**src/rtl/apb4_pkg.sv**
```systemverilog
// Shared types for the two-requester APB4 master: FSM state encoding,
// the latched command record and the slave count.
package apb4_pkg;

  localparam int SLV_COUNT = 2;

  // Field widths of the latched command; the master's DATA_WIDTH and
  // ADDR_WIDTH parameters are expected to match these.
  localparam int CMD_AW = 32;
  localparam int CMD_DW = 32;
  localparam int CMD_SW = CMD_DW / 8;

  typedef enum logic [1:0] {
    IDLE   = 2'd0,
    SETUP  = 2'd1,
    ACCESS = 2'd2,
    RESP   = 2'd3
  } apb4_state_t;

  typedef struct packed {
    logic              write;
    logic [CMD_AW-1:0] addr;
    logic [CMD_DW-1:0] wdata;
    logic [CMD_SW-1:0] strb;
  } apb4_cmd_t;

endpackage

```
**src/rtl/apb4_rr_arbiter.sv**
```systemverilog
// Two-way round-robin grant. last_grant remembers which requester was served
// most recently; on contention the other one wins. last_grant resets to 1 so
// requester 0 wins the first contention. gnt_id is combinational and only
// meaningful while any_req is high.
module apb4_rr_arbiter (
  input  logic PCLK,
  input  logic PRESET,
  input  logic req0,
  input  logic req1,
  input  logic upd_en,
  input  logic upd_id,
  output logic gnt_id,
  output logic any_req
);

  logic last_grant;

  // Record the requester whose transfer just completed.
  always_ff @(posedge PCLK) begin
    if (PRESET) begin
      last_grant <= 1'b1;
    end else if (upd_en) begin
      last_grant <= upd_id;
    end
  end

  // Pick the winner: the lone requester, or the one not served last.
  always_comb begin
    any_req = req0 | req1;
    if (req0 && req1) begin
      gnt_id = ~last_grant;
    end else begin
      gnt_id = req1 & ~req0;
    end
  end

endmodule

```
**src/rtl/apb4_arb_master.sv**
```systemverilog
// Two-requester APB4 master. Arbitrates between two command sources, latches
// the winner's command, runs IDLE->SETUP->ACCESS on PSEL1/PSEL2 selected by
// address bit SEL_BIT, and returns rdata/err with a one-cycle done pulse.
// Optional feature macro: APB4_ARB_TIMEOUT_EN bounds the ACCESS wait to
// TIMEOUT_CYCLES cycles and then completes with err=1, rdata=0.
//
// Requester handshake: reqN_valid is held with a stable command until
// reqN_done pulses for one cycle; rdata/err are valid only while done is high
// and read zero otherwise. The command is captured at grant, so later changes
// on the request lines or a dropped valid do not affect the transfer.
module apb4_arb_master
  import apb4_pkg::*;
#(
  parameter int DATA_WIDTH     = 32,
  parameter int ADDR_WIDTH     = 32,
  parameter int SEL_BIT        = 6,
  parameter int TIMEOUT_CYCLES = 16,
  localparam int STRB_WIDTH    = DATA_WIDTH / 8
) (
  input  logic                  PCLK,
  input  logic                  PRESET,
  input  logic                  req0_valid,
  input  logic                  req0_write,
  input  logic [ADDR_WIDTH-1:0] req0_addr,
  input  logic [DATA_WIDTH-1:0] req0_wdata,
  input  logic [STRB_WIDTH-1:0] req0_strb,
  output logic                  req0_done,
  output logic [DATA_WIDTH-1:0] req0_rdata,
  output logic                  req0_err,
  input  logic                  req1_valid,
  input  logic                  req1_write,
  input  logic [ADDR_WIDTH-1:0] req1_addr,
  input  logic [DATA_WIDTH-1:0] req1_wdata,
  input  logic [STRB_WIDTH-1:0] req1_strb,
  output logic                  req1_done,
  output logic [DATA_WIDTH-1:0] req1_rdata,
  output logic                  req1_err,
  output logic [ADDR_WIDTH-1:0] PADDR,
  output logic                  PWRITE,
  output logic [DATA_WIDTH-1:0] PWDATA,
  output logic [STRB_WIDTH-1:0] PSTRB,
  output logic                  PSEL1,
  output logic                  PSEL2,
  output logic                  PENABLE,
  input  logic                  PREADY1,
  input  logic                  PREADY2,
  input  logic [DATA_WIDTH-1:0] PRDATA1,
  input  logic [DATA_WIDTH-1:0] PRDATA2,
  input  logic                  PSLVERR1,
  input  logic                  PSLVERR2,
  output logic [1:0]            dbg_state
);

  apb4_state_t state_q, state_n;
  apb4_cmd_t   cmd_q, cmd_n, win_cmd;

  logic                  gid_q, gid_n;       // granted requester
  logic                  dsel_q, dsel_n;     // 0 = slave 1, 1 = slave 2
  logic                  hold_q, hold_n;     // decode-error response pending
  logic [SLV_COUNT-1:0]  psel_q, psel_n;
  logic                  penable_q, penable_n;
  logic [1:0]            done_q, done_n;
  logic [1:0]            err_q, err_n;
  logic [DATA_WIDTH-1:0] rdata0_q, rdata0_n, rdata1_q, rdata1_n;

  logic                  gnt_id, any_req, arb_upd;
  logic                  win_oor;
  logic                  sel_ready, sel_slverr;
  logic [DATA_WIDTH-1:0] sel_prdata;
  logic                  rsp_fire, rsp_err;
  logic [DATA_WIDTH-1:0] rsp_rdata;
  logic                  tmo_hit;

  apb4_rr_arbiter u_arb (
    .PCLK    (PCLK),
    .PRESET  (PRESET),
    .req0    (req0_valid),
    .req1    (req1_valid),
    .upd_en  (arb_upd),
    .upd_id  (gid_q),
    .gnt_id  (gnt_id),
    .any_req (any_req)
  );

  // Winner's command and its address-range check.
  always_comb begin
    if (gnt_id) begin
      win_cmd.write = req1_write;
      win_cmd.addr  = req1_addr;
      win_cmd.wdata = req1_wdata;
      win_cmd.strb  = req1_strb;
    end else begin
      win_cmd.write = req0_write;
      win_cmd.addr  = req0_addr;
      win_cmd.wdata = req0_wdata;
      win_cmd.strb  = req0_strb;
    end
    win_oor = |win_cmd.addr[ADDR_WIDTH-1:SEL_BIT+1];
  end

  // Response signals of the currently selected slave.
  always_comb begin
    sel_ready  = dsel_q ? PREADY2  : PREADY1;
    sel_prdata = dsel_q ? PRDATA2  : PRDATA1;
    sel_slverr = dsel_q ? PSLVERR2 : PSLVERR1;
  end

`ifdef APB4_ARB_TIMEOUT_EN
  localparam int TW = $clog2(TIMEOUT_CYCLES + 1);
  logic [TW-1:0] tmo_cnt;

  // Count ACCESS cycles; cleared whenever the FSM is elsewhere.
  always_ff @(posedge PCLK) begin
    if (PRESET || state_q != ACCESS) begin
      tmo_cnt <= '0;
    end else begin
      tmo_cnt <= tmo_cnt + 1'b1;
    end
  end

  assign tmo_hit = (state_q == ACCESS) && (tmo_cnt == TW'(TIMEOUT_CYCLES - 1));
`else
  assign tmo_hit = 1'b0;
`endif

  // FSM state register.
  always_ff @(posedge PCLK) begin
    if (PRESET) begin
      state_q <= IDLE;
    end else begin
      state_q <= state_n;
    end
  end

  // Next state and next values of every registered output.
  always_comb begin
    state_n   = state_q;
    cmd_n     = cmd_q;
    gid_n     = gid_q;
    dsel_n    = dsel_q;
    hold_n    = hold_q;
    psel_n    = '0;
    penable_n = 1'b0;
    done_n    = '0;
    err_n     = '0;
    rdata0_n  = '0;
    rdata1_n  = '0;
    rsp_fire  = 1'b0;
    rsp_err   = 1'b0;
    rsp_rdata = '0;
    arb_upd   = 1'b0;
    case (state_q)
      IDLE: begin
        if (any_req) begin
          gid_n = gnt_id;
          if (win_oor) begin
            // No APB cycle; the response is issued from RESP one cycle later.
            hold_n  = 1'b1;
            state_n = RESP;
          end else begin
            cmd_n  = win_cmd;
            dsel_n = win_cmd.addr[SEL_BIT];
            psel_n[win_cmd.addr[SEL_BIT]] = 1'b1;
            state_n = SETUP;
          end
        end
      end
      SETUP: begin
        psel_n[dsel_q] = 1'b1;
        penable_n      = 1'b1;
        state_n        = ACCESS;
      end
      ACCESS: begin
        if (sel_ready) begin
          rsp_fire  = 1'b1;
          rsp_rdata = cmd_q.write ? '0 : sel_prdata;
          rsp_err   = sel_slverr;
          state_n   = RESP;
        end else if (tmo_hit) begin
          rsp_fire = 1'b1;
          rsp_err  = 1'b1;
          state_n  = RESP;
        end else begin
          psel_n[dsel_q] = 1'b1;
          penable_n      = 1'b1;
        end
      end
      RESP: begin
        if (hold_q) begin
          hold_n   = 1'b0;
          rsp_fire = 1'b1;
          rsp_err  = 1'b1;
        end else begin
          arb_upd = 1'b1;
          state_n = IDLE;
        end
      end
      default: state_n = IDLE;
    endcase
    if (rsp_fire) begin
      done_n[gid_q] = 1'b1;
      err_n[gid_q]  = rsp_err;
      if (gid_q) begin
        rdata1_n = rsp_rdata;
      end else begin
        rdata0_n = rsp_rdata;
      end
    end
  end

  // Datapath and output registers.
  always_ff @(posedge PCLK) begin
    if (PRESET) begin
      cmd_q     <= '0;
      gid_q     <= 1'b0;
      dsel_q    <= 1'b0;
      hold_q    <= 1'b0;
      psel_q    <= '0;
      penable_q <= 1'b0;
      done_q    <= '0;
      err_q     <= '0;
      rdata0_q  <= '0;
      rdata1_q  <= '0;
    end else begin
      cmd_q     <= cmd_n;
      gid_q     <= gid_n;
      dsel_q    <= dsel_n;
      hold_q    <= hold_n;
      psel_q    <= psel_n;
      penable_q <= penable_n;
      done_q    <= done_n;
      err_q     <= err_n;
      rdata0_q  <= rdata0_n;
      rdata1_q  <= rdata1_n;
    end
  end

  assign PADDR      = cmd_q.addr;
  assign PWRITE     = cmd_q.write;
  assign PWDATA     = cmd_q.wdata;
  assign PSTRB      = cmd_q.strb;
  assign PSEL1      = psel_q[0];
  assign PSEL2      = psel_q[1];
  assign PENABLE    = penable_q;
  assign req0_done  = done_q[0];
  assign req1_done  = done_q[1];
  assign req0_err   = err_q[0];
  assign req1_err   = err_q[1];
  assign req0_rdata = rdata0_q;
  assign req1_rdata = rdata1_q;
  assign dbg_state  = state_q;

endmodule

```
**config.mk**
```make
export PLATFORM = sky130hd
export DESIGN_NAME = apb4_arb_master
export DESIGN_NICKNAME = d
export VERILOG_FILES = /design/src/rtl/apb4_pkg.sv /design/src/rtl/apb4_rr_arbiter.sv /design/src/rtl/apb4_arb_master.sv
export SDC_FILE = /design/constraint.sdc
export NUM_CORES = 1
export LEC_CHECK = 0
export ABC_CLOCK_PERIOD_IN_PS = 1620
export BUFFER_PORTS_ARGS = -buffer_cell sky130_fd_sc_hd__buf_2
export CAP_MARGIN = 20
export CORE_AREA = 2 2 139 141
export CTS_CLUSTER_SIZE = 10
export DETAILED_ROUTE_END_ITERATION = 8
export DIE_AREA = 0 0 141 143
export MAX_ROUTING_LAYER = met4
export PLACE_DENSITY = 0.59
export SLEW_MARGIN = 10
export SYNTH_ARGS = -nofsm -noshare
export SYNTH_HDL_FRONTEND = slang
export SYNTH_SLANG_ARGS = --single-unit
```
**constraint.sdc**
```tcl
create_clock -name PCLK -period 1.62 [get_ports PCLK]
set_input_delay 0.324 -clock PCLK [delete_from_list [all_inputs] [get_ports PCLK]]
set_output_delay 0.324 -clock PCLK [all_outputs]
set_load 0.02 [all_outputs]
```
# After elaboration in Yosys (flattened, before gate mapping)
# Index checks and enable logic that the tools add are counted.
# word_totals
word_cells	85
ff_bits	146
input_bits	210
out_inout_bits	142
# classes
n_mux	35
reduce_logical	14
n_bitwise	8
n_eq_ne	7
magnitude_cmp	6
# ops
operator	n
$mux W32	4
$mux W69	1
$reduce_or A25 Y1	1
$mux W1	14
$mux W2	7
$reduce_and A3 Y1	3
$ne A2 B2 Y1 const B	4
$pmux W1 S2	4
$pmux W2 S4	1
$lt A1 B2 Y1 const B	3
$pmux W2 S3	1
$reduce_or A3 Y1	2
$not A1 Y1	5
$eq A2 B2 Y1 const B	2
$logic_and A1 B1 Y1	4
$demux W1 S1	3
$ge A1 B1 Y1 const B	3
$and A2 B2 Y2	1
$eq A2 B1 Y1 const B	1
$logic_not A2 Y1	1
$reduce_and A2 Y1	1
$reduce_bool A2 Y1	1
$reduce_or A2 Y1	1
$and A1 B1 Y1	1
$or A1 B1 Y1	1

# Longest topological paths before layout
# logic_depth
ltp_word	11
ltp_mapped	8
depth_no_buf	6

# Hierarchy
# From an unflattened synthesis, not the netlist that was laid out.
# hier_totals
cells_unflattened	527
area_unflattened_um2	5378.9
# by_module_without_submodules
mod	instances	area_each_um2	seq_area_each_um2	cells_each
apb4_arb_master	1	5330.1	2882.8	522
apb4_rr_arbiter	1	48.8	20.0	5

# Least setup slack after synthesis
# No wires, ideal clock.
# synth_timing
path_type	register to register
startpoint	reg state_q[0] (netlist: dbg_state[0])
endpoint	reg cmd_q (netlist bit PADDR[6])
stages_incl_launch_ff	9
path_slack_ns	-0.216
arrival_time_ns	1.751
required_time_ns	1.534
period_less_slack_ns	1.836
path_buffers	2
setup_ns	0.086
path_cell_list	dfxtp_1 -> inv_1 -> ha_1 -> inv_1 -> nor2_1 -> clkbuf_1 -> buf_1 -> a21oi_1 -> a211oi_1
# synth_via
elab_chain_len	2
# synth_rtl
element	line_no	source
start: declaration	apb4_arb_master.sv:54	apb4_state_t state_q, state_n;
start signal: assignment	apb4_arb_master.sv:131	state_q <= state_n;
$logic_not A2 Y1	apb4_arb_master.sv:152	case (state_q)
$reduce_and A3 Y1 (no source line)	-	
end signal: assignment	apb4_arb_master.sv:225	cmd_q <= cmd_n;
end: declaration	apb4_arb_master.sv:55	apb4_cmd_t cmd_q, cmd_n, win_cmd;
# Every way passes these cells.
# A chain may end at the register's enable or synchronous reset.

# Final worst setup path
# layout_timing
startpoint	reg u_arb.last_grant
endpoint	reg cmd_q (netlist bit PADDR[29])
# layout_via
elab_chain_len	6
# layout_rtl
element	line_no	source
start: declaration	apb4_rr_arbiter.sv:16	logic last_grant;
start signal: assignment	apb4_rr_arbiter.sv:23	last_grant <= upd_id;
$not A1 Y1 (*)	apb4_rr_arbiter.sv:31	gnt_id = ~last_grant;
$mux W1 (*)	apb4_rr_arbiter.sv:30	if (req0 && req1) begin
$mux W69 (*)	apb4_arb_master.sv:87	if (gnt_id) begin
$reduce_or A25 Y1	apb4_arb_master.sv:98	win_oor = |win_cmd.addr[ADDR_WIDTH-1:SEL_BIT+1];
$not A1 Y1 (no source line)	-	
$reduce_and A3 Y1 (no source line)	-	
# Mark *: on every way between the ends. The rest lies on a longest branch, timed or not.

==> summary.md <==
| Metric | Value |
|---|---|
| Mapped cell area | `0.00548 mm^2` |
| Placer Congestion | `0.850` |
| Post-synthesis cell count | `521` |
| Drt first-iter violations | `163` |
| Flops & latches, synth | `145` |
| Critical path class | `reg2reg` |
| Endpoints failing setup | `54` |
| H-tree depth | `4` |
| DRC errors left | `0` |
| Status | `finished with violations` |
| Layout cells sized above 1 | `53.4%` |
| Min-delay worst type | `in2reg` |
| Floorplan core area | `0.0186 mm^2` |
| Worst-path clk slew | `60 ps` |
| Total GRT Usage | `18.4%` |
| Pwr dens | `1110 mW/mm^2` |
| Unrepaired setup endpoints after global routing | `true` |
| Reg2reg path depth | `8` |
| Hold path depth | `3` |
| Final core utilization | `46.5%` |
| Detailed Route WL | `19,500 um` |
| Largest net degree at the start of global routing | `40` |
| YS warnings | `0` |
| Most common cell after layout, fill and taps aside | `buf_2` |
| Die Y | `143 um` |
| Clock skew | `12.4 ps` |
| NumNets Final | `1,111` |
| Vias | `5,375` |
| Post-detail-place hpwl | `14,200 um` |
| Post-synthesis sequential area ratio | `53.0%` |
| CTS Hold Bufs | `0` |
| Worst EP arrival | `2020 ps` |
| Worst-Skew Late Latency | `410 ps` |
| WL/cell | `17.0 um` |
| Rel. slew slack | `67.8%` |
| FP Rows | `50` |
| Port Buffers | `351` |
| Synth top area share | `53.0%` |
| # fillers | `1,773` |
| Reg-to-Reg Start | `u_arb.last_grant` |
| Final min period | `1670 ps` |
| Via density | `4.69` |
| Mapped Nets | `736` |
| CP endpoint kind | `register` |
| Antenna violations before repair | `2` |
| Root buf cell | `clkbuf_16` |
| Vias in the first global route | `5,252` |
| HP Start | `PRDATA1[30]` |
| Die outline area | `0.0202 mm^2` |
| Fin crit share | `103%` |
| Clock sinks | `145` |
| TritonCTS clock tree | `built` |
| Failing checks | `negative setup slack` |
| Total congestion overflow | `0` |
| Worst Hold End | `req0_rdata[30]` |
| Die width | `141 um` |
| Global-route wire length before repair | `27,500 um` |
| Top post-synthesis cells by area | `dfxtp_1 (53%), mux2i_1 (14%), nor3_1 (6.1%), a211oi_1 (4.9%), a21oi_1 (4.6%)` |
| Max cap viols | `0` |
| Distinct cells, synth | `35` |
| Flop2flop setup slack | `-50 ps` |
| Worst-Margin Slew | `478 ps` |
| Final hold violations | `0` |
| Leakage dissipation | `4.00 nW` |
| Area grow syn2layout | `57.8%` |
| Syn avg cell area | `10.5 um^2` |
| Startpoint types | `register` |
| Setup WS post-layout | `-50.0 ps` |
| VDD IR max | `0.000704 V` |
| Final std cells w/o fill | `1,145` |
| FF-to-FF End | `PADDR[29]` |
| Initial Utilization | `29.5%` |
| Most frequent cells in the layout | `buf_2 (351), dfxtp_1 (141), mux2i_1 (77)` |
| Fmax | `599 MHz` |
| Placed Cells | `1,098` |
| Leading area contributor after synthesis | `dfxtp_1` |
| Total I/O pin count | `352` |
| Inserted Clock Buffers | `17` |
| Max FO, Critical Path | `6` |
| Max-slew violations | `0` |
| Clock Path Buffers | `2` |
| Critical Path RT | `1970 ps` |
| DR pass1 iterations | `4` |
| Dpl ws | `-506 ps` |
| Routed Antenna Nets | `0` |
## critical path, stage by stage (launching register included)
cell and delay [ps]:
dfxtp_2 330, a21boi_4 170, buf_6 130, nand4b_1 140, o22ai_4 110, buf_6 150, a21oi_4 260, clkbuf_16 200
and2_4 120
## metal layers
layer  track usage [%]  part of all wire, %  vias up
met5                 -                    0        -
met4              4.58                  1.4        0
met3              5.40                  7.0       16
met2              33.8                   52      257
met1              19.5                   39     2459
li1                  -                    -     2643
## power by group
group,internal (mW),switching (mW)
Sequential,3.66,0.0650
Clock,2.34,1.60
Combinational,0.853,1.10
Total,6.85,2.76
## sequential cells by signal (all words and copies together), names as in the netlist
register          flops
gid_q                 1
u_arb.last_grant      1
err_q                 2
hold_q                1
PWRITE                1
PENABLE               1
done_q                2
PWDATA               32
psel_q                2
req0_rdata           32
PADDR                32
req1_rdata           32
PSTRB                 4
dbg_state             2
## synth_stat cells
cell type  count
and2_1        26
nand4b_1       1
a222oi_1       1
a211oi_2      10
clkbuf_1      17
buf_4          8
o22ai_1        1
a211oi_1      36
a21o_1         1
buf_2         16
ha_1           5
buf_6          5
o21ai_0        2
o22ai_2        1
mux2i_1       78
nand2b_1       2
inv_1          7
a31oi_1        1
or2_1          1
a21oi_1       50
dfxtp_1      145
nor4_1        10
o21bai_1       1
nor3b_1        1
buf_1          1
nand2_1        4
nor2b_1        2
nand3_1        1
a211o_1        1
nor2_1        13
o311a_1        1
nor3_1        67
a21boi_2       1
nand4_1        3
a22oi_1        1
## what timing repair did
item                                    CTS  global route
pin swaps                                 1            21
gates cloned                              4             3
buffers inserted                          7             2
resized for setup                        18            35
endpoints found under the hold margin     0             0
endpoints found under the setup margin   73            92
## kinds of logic (layout without fill, tap and decap cells)
group / count (synthesis) / in the layout / share of synthesized area [%]
DFF: 145 / 145 / 53.0
and+or+nand+nor: 131 / 131 / 12.7
AOI/OAI and AO/OA: 108 / 108 / 13.6
muxes: 78 / 78 / 14.3
buffers and inverters: 54 / 442 / 5.30
adders and majority gates: 5 / 5 / 1.14
other: 0 / 2 / 0
## cell type report
cell class                 instances  area [um^2]  area share, %
antenna                            2         5.00         0.0579
clock buffer                      19          443           5.13
clock inverter                    13          153           1.77
inverter                           7         26.3          0.304
multi-input combinational        322         2420           28.0
sequential                       145         2910           33.7
tap                              234          293           3.39
timing repair buffer             403         2390           27.7
## per-stage QoR
step	hold slack, ps	setup TNS [ps]	cell area [um^2]	power, mW
3_3_place_gp	437	-33060	7710	5.66
6_report	231	-1360	8640	9.61
2_1_floorplan	473	0	5490	4.83
3_5_place_dp	439	-34190	7710	5.66
5_1_grt	207	-6810	8640	10.1
4_1_cts	204	-4150	8530	9.67
## how the worst max path moves through the flow
| stage | from | end | slack, ps |
|---|---|---|---|
| floorplan | req0_addr[20] | PADDR[4] | 1 |
| global route | u_arb.last_grant | PWDATA[11] | -150 |
| detailed placement | req1_addr[7] | PADDR[4] | -510 |
| global placement | req1_addr[7] | PWDATA[0] | -490 |
| finish | u_arb.last_grant | PADDR[29] | -50 |
| CTS | u_arb.last_grant | PWDATA[16] | -80 |
Power figures use the tool's default switching activity.
